**src/rtl/imm_extend_pipe.sv**
```systemverilog
// Immediate expander for ARM decode: rotate, 12-bit, branch, halfword, SVC modes plus illegal flag/counter.
// Latency: 2 cycles (S1 input register, S2 result register), 1 result per cycle.
// Backpressure: S2 holds while out_ready=0; in_ready drops only when both stages are full and stalled.
module imm_extend_pipe #(
  parameter int XLEN      = 32,
  parameter int ERR_CNT_W = 8
) (
  input  logic                 clk,
  input  logic                 reset,
  input  logic                 in_valid,
  output logic                 in_ready,
  input  logic [23:0]          instr,
  input  logic [2:0]           imm_src,
  input  logic                 carry_in,
  output logic                 out_valid,
  input  logic                 out_ready,
  output logic [XLEN-1:0]      ext_imm,
  output logic                 carry_out,
  output logic                 imm_err,
  output logic [ERR_CNT_W-1:0] err_cnt
);

  typedef enum logic [2:0] {
    MODE_ROT  = 3'b000,
    MODE_U12  = 3'b001,
    MODE_BR   = 3'b010,
    MODE_HALF = 3'b011,
    MODE_SVC  = 3'b100
  } mode_e;

  logic        s1_valid;
  logic [23:0] s1_instr;
  logic [2:0]  s1_mode;
  logic        s1_carry;
  logic [4:0]  s1_rot;
  logic        s1_illegal;
  logic        s2_valid;

  logic        s2_load;
  logic        s1_advance;
  logic        accept;
  logic        in_illegal;

  logic [31:0]     imm8_32;
  logic [31:0]     rot_val;
  logic [XLEN-1:0] nxt_imm;
  logic            nxt_carry;
  logic            nxt_err;

  assign s2_load    = !s2_valid || out_ready;
  assign s1_advance = s1_valid && s2_load;
  assign in_ready   = !s1_valid || s1_advance;
  assign accept     = in_valid && in_ready;
  assign in_illegal = (imm_src > 3'd4);
  assign out_valid  = s2_valid;

  // A left shift by 32 yields zero, so rot == 0 needs no special case here.
  assign imm8_32 = {24'd0, s1_instr[7:0]};
  assign rot_val = (imm8_32 >> s1_rot) | (imm8_32 << (6'd32 - {1'b0, s1_rot}));

  always_comb begin
    nxt_imm   = '0;
    nxt_carry = s1_carry;
    nxt_err   = 1'b0;
    if (s1_illegal) begin
      nxt_carry = 1'b0;
      nxt_err   = 1'b1;
    end else begin
      case (s1_mode)
        MODE_ROT: begin
          nxt_imm[31:0] = rot_val;
          nxt_carry     = (s1_rot == 5'd0) ? s1_carry : rot_val[31];
        end
        MODE_U12:  nxt_imm[11:0] = s1_instr[11:0];
        MODE_BR: begin
          nxt_imm       = {XLEN{s1_instr[23]}};
          nxt_imm[25:0] = {s1_instr, 2'b00};
        end
        MODE_HALF: nxt_imm[7:0]  = {s1_instr[11:8], s1_instr[3:0]};
        MODE_SVC:  nxt_imm[23:0] = s1_instr;
        default:   nxt_imm = '0;
      endcase
    end
  end

  always_ff @(posedge clk or negedge reset) begin
    if (!reset) begin
      s1_valid   <= 1'b0;
      s1_instr   <= '0;
      s1_mode    <= '0;
      s1_carry   <= 1'b0;
      s1_rot     <= '0;
      s1_illegal <= 1'b0;
    end else if (accept) begin
      s1_valid   <= 1'b1;
      s1_instr   <= instr;
      s1_mode    <= imm_src;
      s1_carry   <= carry_in;
      s1_rot     <= {instr[11:8], 1'b0};
      s1_illegal <= in_illegal;
    end else if (s1_advance) begin
      s1_valid <= 1'b0;
    end
  end

  // Result registers only change on a load that carries data, keeping a stalled output stable.
  always_ff @(posedge clk or negedge reset) begin
    if (!reset) begin
      s2_valid  <= 1'b0;
      ext_imm   <= '0;
      carry_out <= 1'b0;
      imm_err   <= 1'b0;
    end else if (s2_load) begin
      s2_valid <= s1_valid;
      if (s1_valid) begin
        ext_imm   <= nxt_imm;
        carry_out <= nxt_carry;
        imm_err   <= nxt_err;
      end
    end
  end

  always_ff @(posedge clk or negedge reset) begin
    if (!reset) begin
      err_cnt <= '0;
    end else if (accept && in_illegal && (err_cnt != {ERR_CNT_W{1'b1}})) begin
      err_cnt <= err_cnt + ERR_CNT_W'(1);
    end
  end

endmodule
```
**config.mk**
```make
export PLATFORM = sky130hd
export DESIGN_NAME = imm_extend_pipe
export DESIGN_NICKNAME = d
export VERILOG_FILES = /design/src/rtl/imm_extend_pipe.sv
export SDC_FILE = /design/constraint.sdc
export NUM_CORES = 1
export LEC_CHECK = 0
export BUFFER_PORTS_ARGS = -buffer_cell sky130_fd_sc_hd__buf_4
export CAP_MARGIN = 20
export CELL_PAD_IN_SITES_DETAIL_PLACEMENT = 0
export CELL_PAD_IN_SITES_GLOBAL_PLACEMENT = 1
export CORE_AREA = 4 4 83 123
export DETAILED_ROUTE_END_ITERATION = 12
export DIE_AREA = 0 0 87 127
export PLACE_DENSITY_LB_ADDON = 0.3
export SLEW_MARGIN = 20
export SYNTH_ARGS = -nofsm -noshare
export SYNTH_HDL_FRONTEND = slang
export SYNTH_SLANG_ARGS = --single-unit
```
**constraint.sdc**
```tcl
create_clock -name clk -period 6.4 [get_ports clk]
set_clock_uncertainty 0.15 [all_clocks]
set_input_delay 0.64 -clock clk [delete_from_list [all_inputs] [get_ports clk]]
set_output_delay 0.64 -clock clk [all_outputs]
set_load 0.005 [all_outputs]
```
* Yosys cells after proc, flatten, opt, wreduce, memory -nomap -nowiden
Index checks and enable logic that the tools add are counted.
Word-level totals: input bits 32, register bits 77, output and inout port bits 44
Operators by class: bitwise gates (word level) 1, mux-type cells 11, magnitude comparators 1, add/sub/neg operators 2, reduce and logical (&&, ||, !) cells 13, equal/unequal tests 5, shift operators 2
Operators by type and width (number):
- $pmux W12 S3 | 1
- $mux W32 | 1
- $or A32 B32 Y32 | 1
- $pmux W8 S4 | 1
- $shl A8 B6 Y32 | 1
- $shr A8 B5 Y32 | 1
- $pmux W8 S2 | 1
- $pmux W4 S3 | 1
- $add A8 B1 Y8 const B | 1
- $ne A8 B8 Y1 const B | 1
- $eq A3 B2 Y1 const B | 2
- $mux W1 | 6
- $sub A6 B5 Y6 const A | 1
- $logic_not A5 Y1 | 1
- $logic_and A1 B1 Y1 | 4
- $eq A3 B1 Y1 const B | 1
- $eq A3 B3 Y1 const B | 1
- $gt A3 B3 Y1 const B | 1
- $logic_not A3 Y1 | 1
- $logic_not A1 Y1 | 2
- $logic_or A1 B1 Y1 | 2
- $reduce_and A2 Y1 | 1
- $reduce_bool A2 Y1 | 1
- $reduce_or A2 Y1 | 1

* Depth between registers and ports, before layout
Gate-level depths: netlist of run 1.
word-level depth 7, mapped depth 11

* Worst setup path before layout of run 1
OpenSTA, ideal clock, no wires.
path type register to register, start reg s1_instr[8] (netlist name), end reg carry_out, buffers on the path 3, slack 3850 ps, stages on the path, launching flop included 10, arrival time 2274 ps, library setup time 126 ps, cell sequence dfrtp_1 buf_2 buf_2 inv_1 ha_1 buf_2 mux2_2 o21ai_0 nor3_2 a221o_1
RTL lines:
- end signal: assignment | RTL line 117 | carry_out <= nxt_carry;
- end: declaration | RTL line 18 | output logic carry_out,

==> metrics.md, run 1 <==
| Metric | Value |
|---|---|
| Status | `finished, final reports clean` |
| Sequential area share after synthesis | `43.5%` |
| Vias | `roughly 3700` |
| Required @ worst endpoint | `roughly 6500 ps` |
| Finish-stage setup viols | `0` |
| Area growth from synthesis to layout | `20.2%` |
| Crit-path cells | `inv_1 > ha_1 > mux2_2 > o21ai_0 > nor3_2 > a221o_1` |
| Clock Sinks | `between 70 and 80` |
| Die width | `between 80 and 90 um` |
| Final min period | `roughly 3000 ps` |
| Area after DPL | `between 0.004 and 0.005 mm2` |
| Metal-1 WL | `around 5000 um` |
| Detail Route met3 WL | `roughly 740 um` |
| Share of the synthesized area in the top cell type | `approximately 43%` |
| Final HPWL DP | `9250 um` |
| EDFF count, synth | `0` |
| # IOs | `between 70 and 80` |
| GR Overflow Total | `0` |
| Seq pwr share | `around two fifths` |
| Share of cells above drive strength 1 | `between 30 and 40%` |
| Worst reg2reg path endpoint | `carry_out` |
| Sw Pwr | `562 uW` |
| Top post-synthesis cells by area | `dfrtp_1 43%, mux2_2 9.6%, nand2_1 4.1%` |
| Worst slew pin tran | `945 ps` |
| Hold Vio Cnt, Final | `0` |
| Die Area | `about 0.011 mm2` |
| Worst reg2reg path depth | `6` |
| CTS Buffer Depth | `2` |
| Max capacitance violation total | `0` |
| Synth area leader | `dfrtp_1` |
| Pint | `a little over 1000 uW` |
| Synth async-reset ratio | `between 90% and 100%` |
| R2r setup slk | `3410 ps` |
| Pwr dens | `approximately 310 mW/mm2` |
| Routed len/inst | `approximately 21 um` |
| Period Utilization, post-route | `between 40% and 50%` |
| First-pass GRT wire length | `between 20000 and 25000 um` |
| DRT Wirelength | `about 13000 um` |
| Final Instance Area | `0.00505 mm2` |
| WP data arrival | `around 3100 ps` |
| Vias in the first global route | `~3700` |
| Diode count | `0` |
| Hold-fix buffers, CTS | `0` |
| Lkg Pwr | `0.00223 uW` |
| Port bufs | `75` |
| Synth warn | `0` |
| Final #Nets | `~500` |
| Switch share | `between 30% and 40%` |
| Final WS setup | `about 3400 ps` |
| WHS | `between 200 and 300 ps` |
| CTS tree | `done` |
| Clock transition at path regs | `around 60 ps` |
| Synth cell types | `59` |
| Via/cell ratio | `~6.2` |
| Total negative setup slack | `0 ps` |
| Site row count | `43` |
| Top FF cell, synth | `dfrtp_1` |
| Tot Pwr | `between 1500 and 2000 uW` |
| Initial antenna violation count | `0` |
| Synth Instances | `roughly 420` |
| RSZ-0062 raised after global routing | `false` |
| Max-slew violations | `0` |
| Crit Path Class | `reg2reg` |
| Syn Area/Cell | `between 9 and 10 um2` |
| Count leader, synth | `dfrtp_1` |
| Core area | `a little over 0.009 mm2` |
| CP max FO | `27` |
| Reg2reg start | `s1_instr[9]` |
| CP max stage cell | `ha_1` |
| Gate power share | `a little under a third` |
| Cell area after synthesis | `roughly 0.0042 mm2` |
| CP endpoint kind | `flop` |
| # H-tree levels | `3` |
| Number of CTS-inserted buffers | `9` |
| Post-synth top cells | `73 x dfrtp_1, 46 x nand2_1, 36 x mux2_2, 23 x a21oi_1, 19 x o21ai_0` |
| Syn nets | `approximately 460` |
| Met2 WL post-DR | `~6400 um` |
| Startpoint Class | `flop` |
| Starting density of the core | `~46%` |
| Clock power frac | `28.5%` |
| First-pass iteration count of the detailed router | `6` |
| Routed Antenna Nets | `0` |
| Maximum VDD drop | `0.000196 V` |
| GPL Wtd Cong | `0.977` |
| # resized after CTS | `0` |
| Clk root buf | `clkbuf_16` |
| Overall global routing resource usage | `24.0%` |
| Max stage delay on crit path | `around 830 ps` |
| Min-delay worst type | `in2async` |
| Residual DRC count | `0` |
| Yosys reg bits | `between 70 and 80` |
| Fmax | `~330 MHz` |
| Largest net degree at the start of global routing | `74` |
| Place WS | `roughly 3400 ps` |
| Die height | `between 100 and 150 um` |
| DRT iter0 DRCs | `slightly below 400` |
| Uppermost layer routed | `met4` |
| Insertion delay to the later sink of the worst-skew pair | `about 340 ps` |
| Post-CTS setup buffers | `0` |
| Relative slew slack | `around 37%` |
[state kept, by name (all words and copies together) (netlist names)]
register / flops
s1_instr: 24
out_valid: 1
err_cnt: 8
s1_illegal: 1
s1_carry: 1
ext_imm: 32
s1_valid: 1
carry_out: 1
s1_mode: 3
imm_err: 1
[per-stage QoR]
stage | cells | util, %
after CTS | 596 | 54.9
final | 596 | 54.9
after global routing | 596 | 54.9
after global placement | 580 | 51.9
after floorplan | 424 | -
after detailed placement | 580 | 52.0
[power groups by stage]
stage | clock network (uW) | registers, uW | logic, uW
floorplan | 0 | 601 | 328
global placement | 0 | 650 | 486
detailed placement | 0 | 652 | 488
CTS | 467 | 646 | 489
global route | 489 | 657 | 535
finish | 453 | 648 | 488
[logic make-up (layout without fill, tap and decap cells)]
family,Yosys count,after routing,share of synthesized area [%]
DFF,73,73,43.5
muxes,46,46,12.6
AOI/OAI and AO/OA,119,119,20.1
buffers and inverters,43,103,4.65
xor gates and xnor gates,9,9,2.05
and+or+nand+nor,132,132,16.5
adders and majority gates,2,2,0.595
[cell type report]
class / count / area, um2
Clock buffer: 9 / 225
Multi-Input combinational cell: 308 / 2180
Tap cell: 112 / 140
Sequential cell: 73 / 1830
Fill cell: 844 / 4150
Timing Repair Buffer: 81 / 608
Clock inverter: 7 / 46.3
Inverter: 6 / 22.5
[worst max-delay path, delay by kind of cell, from the launching register on]
kind                       cells  cell delay, ps
AOI/OAI and AO/OA              2             650
muxes                          1             440
and+or+nand+nor                1              90
buffers and inverters          1             140
adders and majority gates      1             830
DFF                            1             570
[cells in the final DEF, fill, tap and decap left out, types with 14 or more instances in the layout]
cell type,count
a22oi_1,18
a21oi_1,23
mux2_2,36
o21ai_0,19
buf_4,81
nor2_1,18
dfrtp_1,73
nand3_1,14
nand2_1,45
[how the worst max path moves through the flow]
| stage | slack [ps] | startpoint | end | cells after the start |
|---|---|---|---|---|
| after global placement | 3520 | s1_instr[9] | carry_out | 6 |
| final | 3410 | s1_instr[9] | carry_out | 6 |
| after CTS | 3440 | s1_instr[9] | carry_out | 6 |
| after global routing | 3270 | s1_instr[9] | carry_out | 6 |
| after detailed placement | 3420 | s1_instr[9] | carry_out | 6 |
| after floorplan | 3850 | s1_instr[8] | carry_out | 9 |
[metal layers]
metal | GRT usage, % | vias up
met4 | 12.5 | 0
met3 | 4.97 | 33
met2 | 38.6 | 155
met1 | 30.0 | 1796
met5 | 0 | -
li1 | - | 1690
No activity file was read; power rests on OpenSTA's default activity.
==> run 2: changes to the inputs <==
ABC_AREA = 1   (was unset)
CORE_AREA = 4 4 88 132   (was 4 4 83 123)
DIE_AREA = 0 0 92 136   (was 0 0 87 127)
clock period = 3 ns   (was 6.4 ns; I/O delays follow)
==> run 2 against run 1 <==
Against the previous run: critical endpoint is now ext_imm[4]; clock power grew to 2.6 times the previous value; clock-buffer cell count increased by 1; hold slack lost 250 ps; first-iteration DRC count fell by 32%; synthesized area down 2.2%; register-to-register slack got worse by 2600 ps; non-clock buffer count shrank 1; cell area grew 0.52%.
==> metrics.md, run 2 <==
| Metric | Value |
|---|---|
| Final Instance Area | `0.00508 mm2 (+0.52%)` |
| Pint | `2320 uW (+130%)` |
| Sequential area share after synthesis | `44.4% (+0.97 points)` |
| Worst Hold Depth | `3` |
| Largest register FFs | `32 (unchanged)` |
| Clk root buf | `clkbuf_16` |
| Min-delay worst type | `in2reg` |
| Share of cells above drive strength 1 | `19.1% (-11 points)` |
| Synth async-reset ratio | `100% (unchanged)` |
| # H-tree levels | `3 (unchanged)` |
| Vias in the first global route | `3860 (+3.9%)` |
| Top FF cell, synth | `dfrtp_1` |
| Lkg Pwr | `0.00274 uW (+23%)` |
| Synth cell types | `34 (-42%)` |
| Die Area | `0.0125 mm2 (+13%)` |
| Overall global routing resource usage | `20.6% (-3.4 points)` |
| Place WS | `822 ps (-2600 ps)` |
| Residual DRC count | `0 (unchanged)` |
| Most frequent cells in the layout | `253 x nand2_1, 79 x buf_4, 73 x dfrtp_1` |
| Yosys reg bits | `73 (unchanged)` |
| Worst reg2reg path endpoint | `ext_imm[4]` |
| Die width | `92 um (+5.7%)` |
| Clock power frac | `32.5% (+4.0 points)` |
| CTS tree | `done` |
| Crit Path Class | `reg2reg` |
| Worst slew pin tran | `932 ps (-12.5 ps)` |
| Share of the synthesized area in the top cell type | `44.4% (+0.97 points)` |
| Period Utilization, post-route | `73.8% (+27 points)` |
| Area after DPL | `0.00475 mm2 (-0.63%)` |
| Fmax | `452 MHz (+35%)` |
| Via/cell ratio | `4.90 (-21%)` |
| DRT iter0 DRCs | `265 (-32%)` |
| CP max FO | `12 (-56%)` |
| Area growth from synthesis to layout | `23.5%` |
| Count leader, synth | `nand2_1` |
| R2r setup slk | `790 ps (-2620 ps)` |
| Worst reg2reg path depth | `10 (+4)` |
| DRT Wirelength | `12300 um (-2.5%)` |
| Status | `finished, final reports clean` |
| EDFF count, synth | `0 (unchanged)` |
| Top post-synthesis cells by area | `dfrtp_1 44%, nand2_1 23%, o21ai_0 5.8%` |
| Gate power share | `30.8% (about the same)` |
| Site row count | `46 (+7.0%)` |
| Startpoint Class | `flop` |
| Synth area leader | `dfrtp_1` |
| Routed len/inst | `15.5 um (-27%)` |
| Total negative setup slack | `0 ps (unchanged)` |
| Clock transition at path regs | `60 ps (about the same)` |
| CP endpoint kind | `flop` |
| Most flop-heavy register | `ext_imm` |
| Max capacitance violation total | `0 (unchanged)` |
| Port bufs | `75 (unchanged)` |
| Final #Nets | `680 (+33%)` |
| Starting density of the core | `39.2% (-6.4 points)` |
| Syn nets | `609 (+33%)` |
| Insertion delay to the later sink of the worst-skew pair | `330 ps (about the same)` |
| Largest net degree at the start of global routing | `74 (unchanged)` |
| WP data arrival | `2340 ps (-720 ps)` |
| First-pass iteration count of the detailed router | `7 (+1)` |
| Required @ worst endpoint | `3120 ps (-3350 ps)` |
| Post-synth top cells | `253 x nand2_1, 73 x dfrtp_1, 48 x o21ai_0, 42 x inv_1, 32 x nor2_1` |
| Number of CTS-inserted buffers | `9 (unchanged)` |
| Worst hold start | `carry_in` |
| Syn Area/Cell | `7.15 um2 (-28%)` |
| Die height | `136 um (+7.1%)` |
| # IOs | `76 (unchanged)` |
| Final HPWL DP | `9550 um (+3.2%)` |
| Synth Instances | `575 (+36%)` |
| Core area | `0.0105 mm2 (+14%)` |
| CTS Buffer Depth | `2 (unchanged)` |
| Switch share | `34.9% (-0.42 points)` |
| Maximum VDD drop | `0.000340 V (+73%)` |
| Pwr dens | `702 mW/mm2 (+120%)` |
| Vias | `3888 (+5.8%)` |
| Synth warn | `0 (unchanged)` |
| GPL Wtd Cong | `0.885 (-9.4%)` |
| Reg2reg start | `s1_instr[9]` |
| Relative slew slack | `37.9% (+1.0 points)` |
| Cell area after synthesis | `0.00411 mm2 (-2.2%)` |
| Finish-stage setup viols | `0 (unchanged)` |
| GR Overflow Total | `0 (unchanged)` |
| Seq pwr share | `36.7% (-4.1 points)` |
| Final min period | `2210 ps (-780 ps)` |
| Final WS setup | `787 ps (-2620 ps)` |
| Commonest non-fill, non-tap cell in the layout | `nand2_1` |
| Clock Sinks | `73 (unchanged)` |
| Hold EP | `s1_carry` |
| First-pass GRT wire length | `19900 um (-1.1%)` |
| Post-CTS setup buffers | `0 (unchanged)` |
| Initial antenna violation count | `0 (unchanged)` |
| Sw Pwr | `1240 uW (+120%)` |
| Fill cell count | `1112 (+32%)` |
| Diode count | `0 (unchanged)` |
| Hold Vio Cnt, Final | `0 (unchanged)` |
| RSZ-0062 raised after global routing | `false` |
| Max-slew violations | `0 (unchanged)` |
| Top Registers | `ext_imm x32, s1_instr x24, err_cnt x8` |
| Routed Antenna Nets | `0 (unchanged)` |
-- run 2: power groups by stage --
stage                     Sequential (uW)  Clock (uW)  Combinational [uW]
final                                1310        1160                1100
after global routing                 1330        1230                1240
after CTS                            1310        1180                1110
after detailed placement             1320           0                1100
after global placement               1320           0                1100
after floorplan                      1300           0                 672
-- run 2: stage by stage --
stage	power [uW]	utilization, %	hold WS, ps	std cells
after detailed placement	2430	45.3	317	778
after global routing	3800	48.5	24.4	794
after floorplan	1970	-	-146	575
after global placement	2420	45.3	314	778
after CTS	3590	48.5	12.9	794
final	3560	48.5	16.2	794
-- run 2: timing repair --
action	4_1_cts	5_1_grt
gates resized for setup	0	0
hold endpoints to repair	2	0
hold buffers	1	0
-- run 2: kinds of logic (layout without fill, tap and decap cells) --
logic type | Yosys count | in the layout | synth area share [%]
muxes | 3 | 3 | 0.731
adders and majority gates | 2 | 2 | 0.609
and+or+nand+nor | 335 | 335 | 33.8
buffers and inverters | 74 | 149 | 8.19
AOI/OAI and AO/OA | 84 | 84 | 11.4
xor gates and xnor gates | 4 | 4 | 0.853
DFF | 73 | 73 | 44.4
-- run 2: cell type report --
type,count,area (um2),share of cell area (%)
flip-flops and latches,73,1830,36.0
clock inverters,5,78.8,1.55
repair buffers,80,603,11.9
well taps,144,180,3.55
clock buffers,10,239,4.71
multi-input cells,428,1950,38.3
inverters,54,203,3.99
-- run 2: worst max-delay path by stage --
stage                      startpoint          end  slack, ps  depth (start not counted)
after floorplan           s1_instr[8]  ext_imm[28]       1060                         10
after global placement    s1_instr[9]   ext_imm[4]        840                         10
after detailed placement  s1_instr[9]   ext_imm[4]        820                         10
after CTS                 s1_instr[9]   ext_imm[4]        800                         10
after global routing      s1_instr[9]   ext_imm[5]        600                         10
final                     s1_instr[9]   ext_imm[4]        790                         10
-- run 2: routing by layer --
metal	share of wire (%)	up-vias	routed length [um]	global-route usage, %
met5	0	-	0	0
met4	2.2	0	266	6.94
met3	3.7	21	452	3.21
met2	52	88	6480	36.9
met1	42	1814	5140	25.1
li1	-	1965	-	-
-- run 2: critical path: stages, from the launching register on --
cell and delay, ps:
dfrtp_1 430, inv_1 120, ha_1 520, inv_2 170
nand3_1 120, nand2_1 80, nor2_1 200, nand2_1 100
o211ai_1 110, nand2_1 80, nand2_1 60
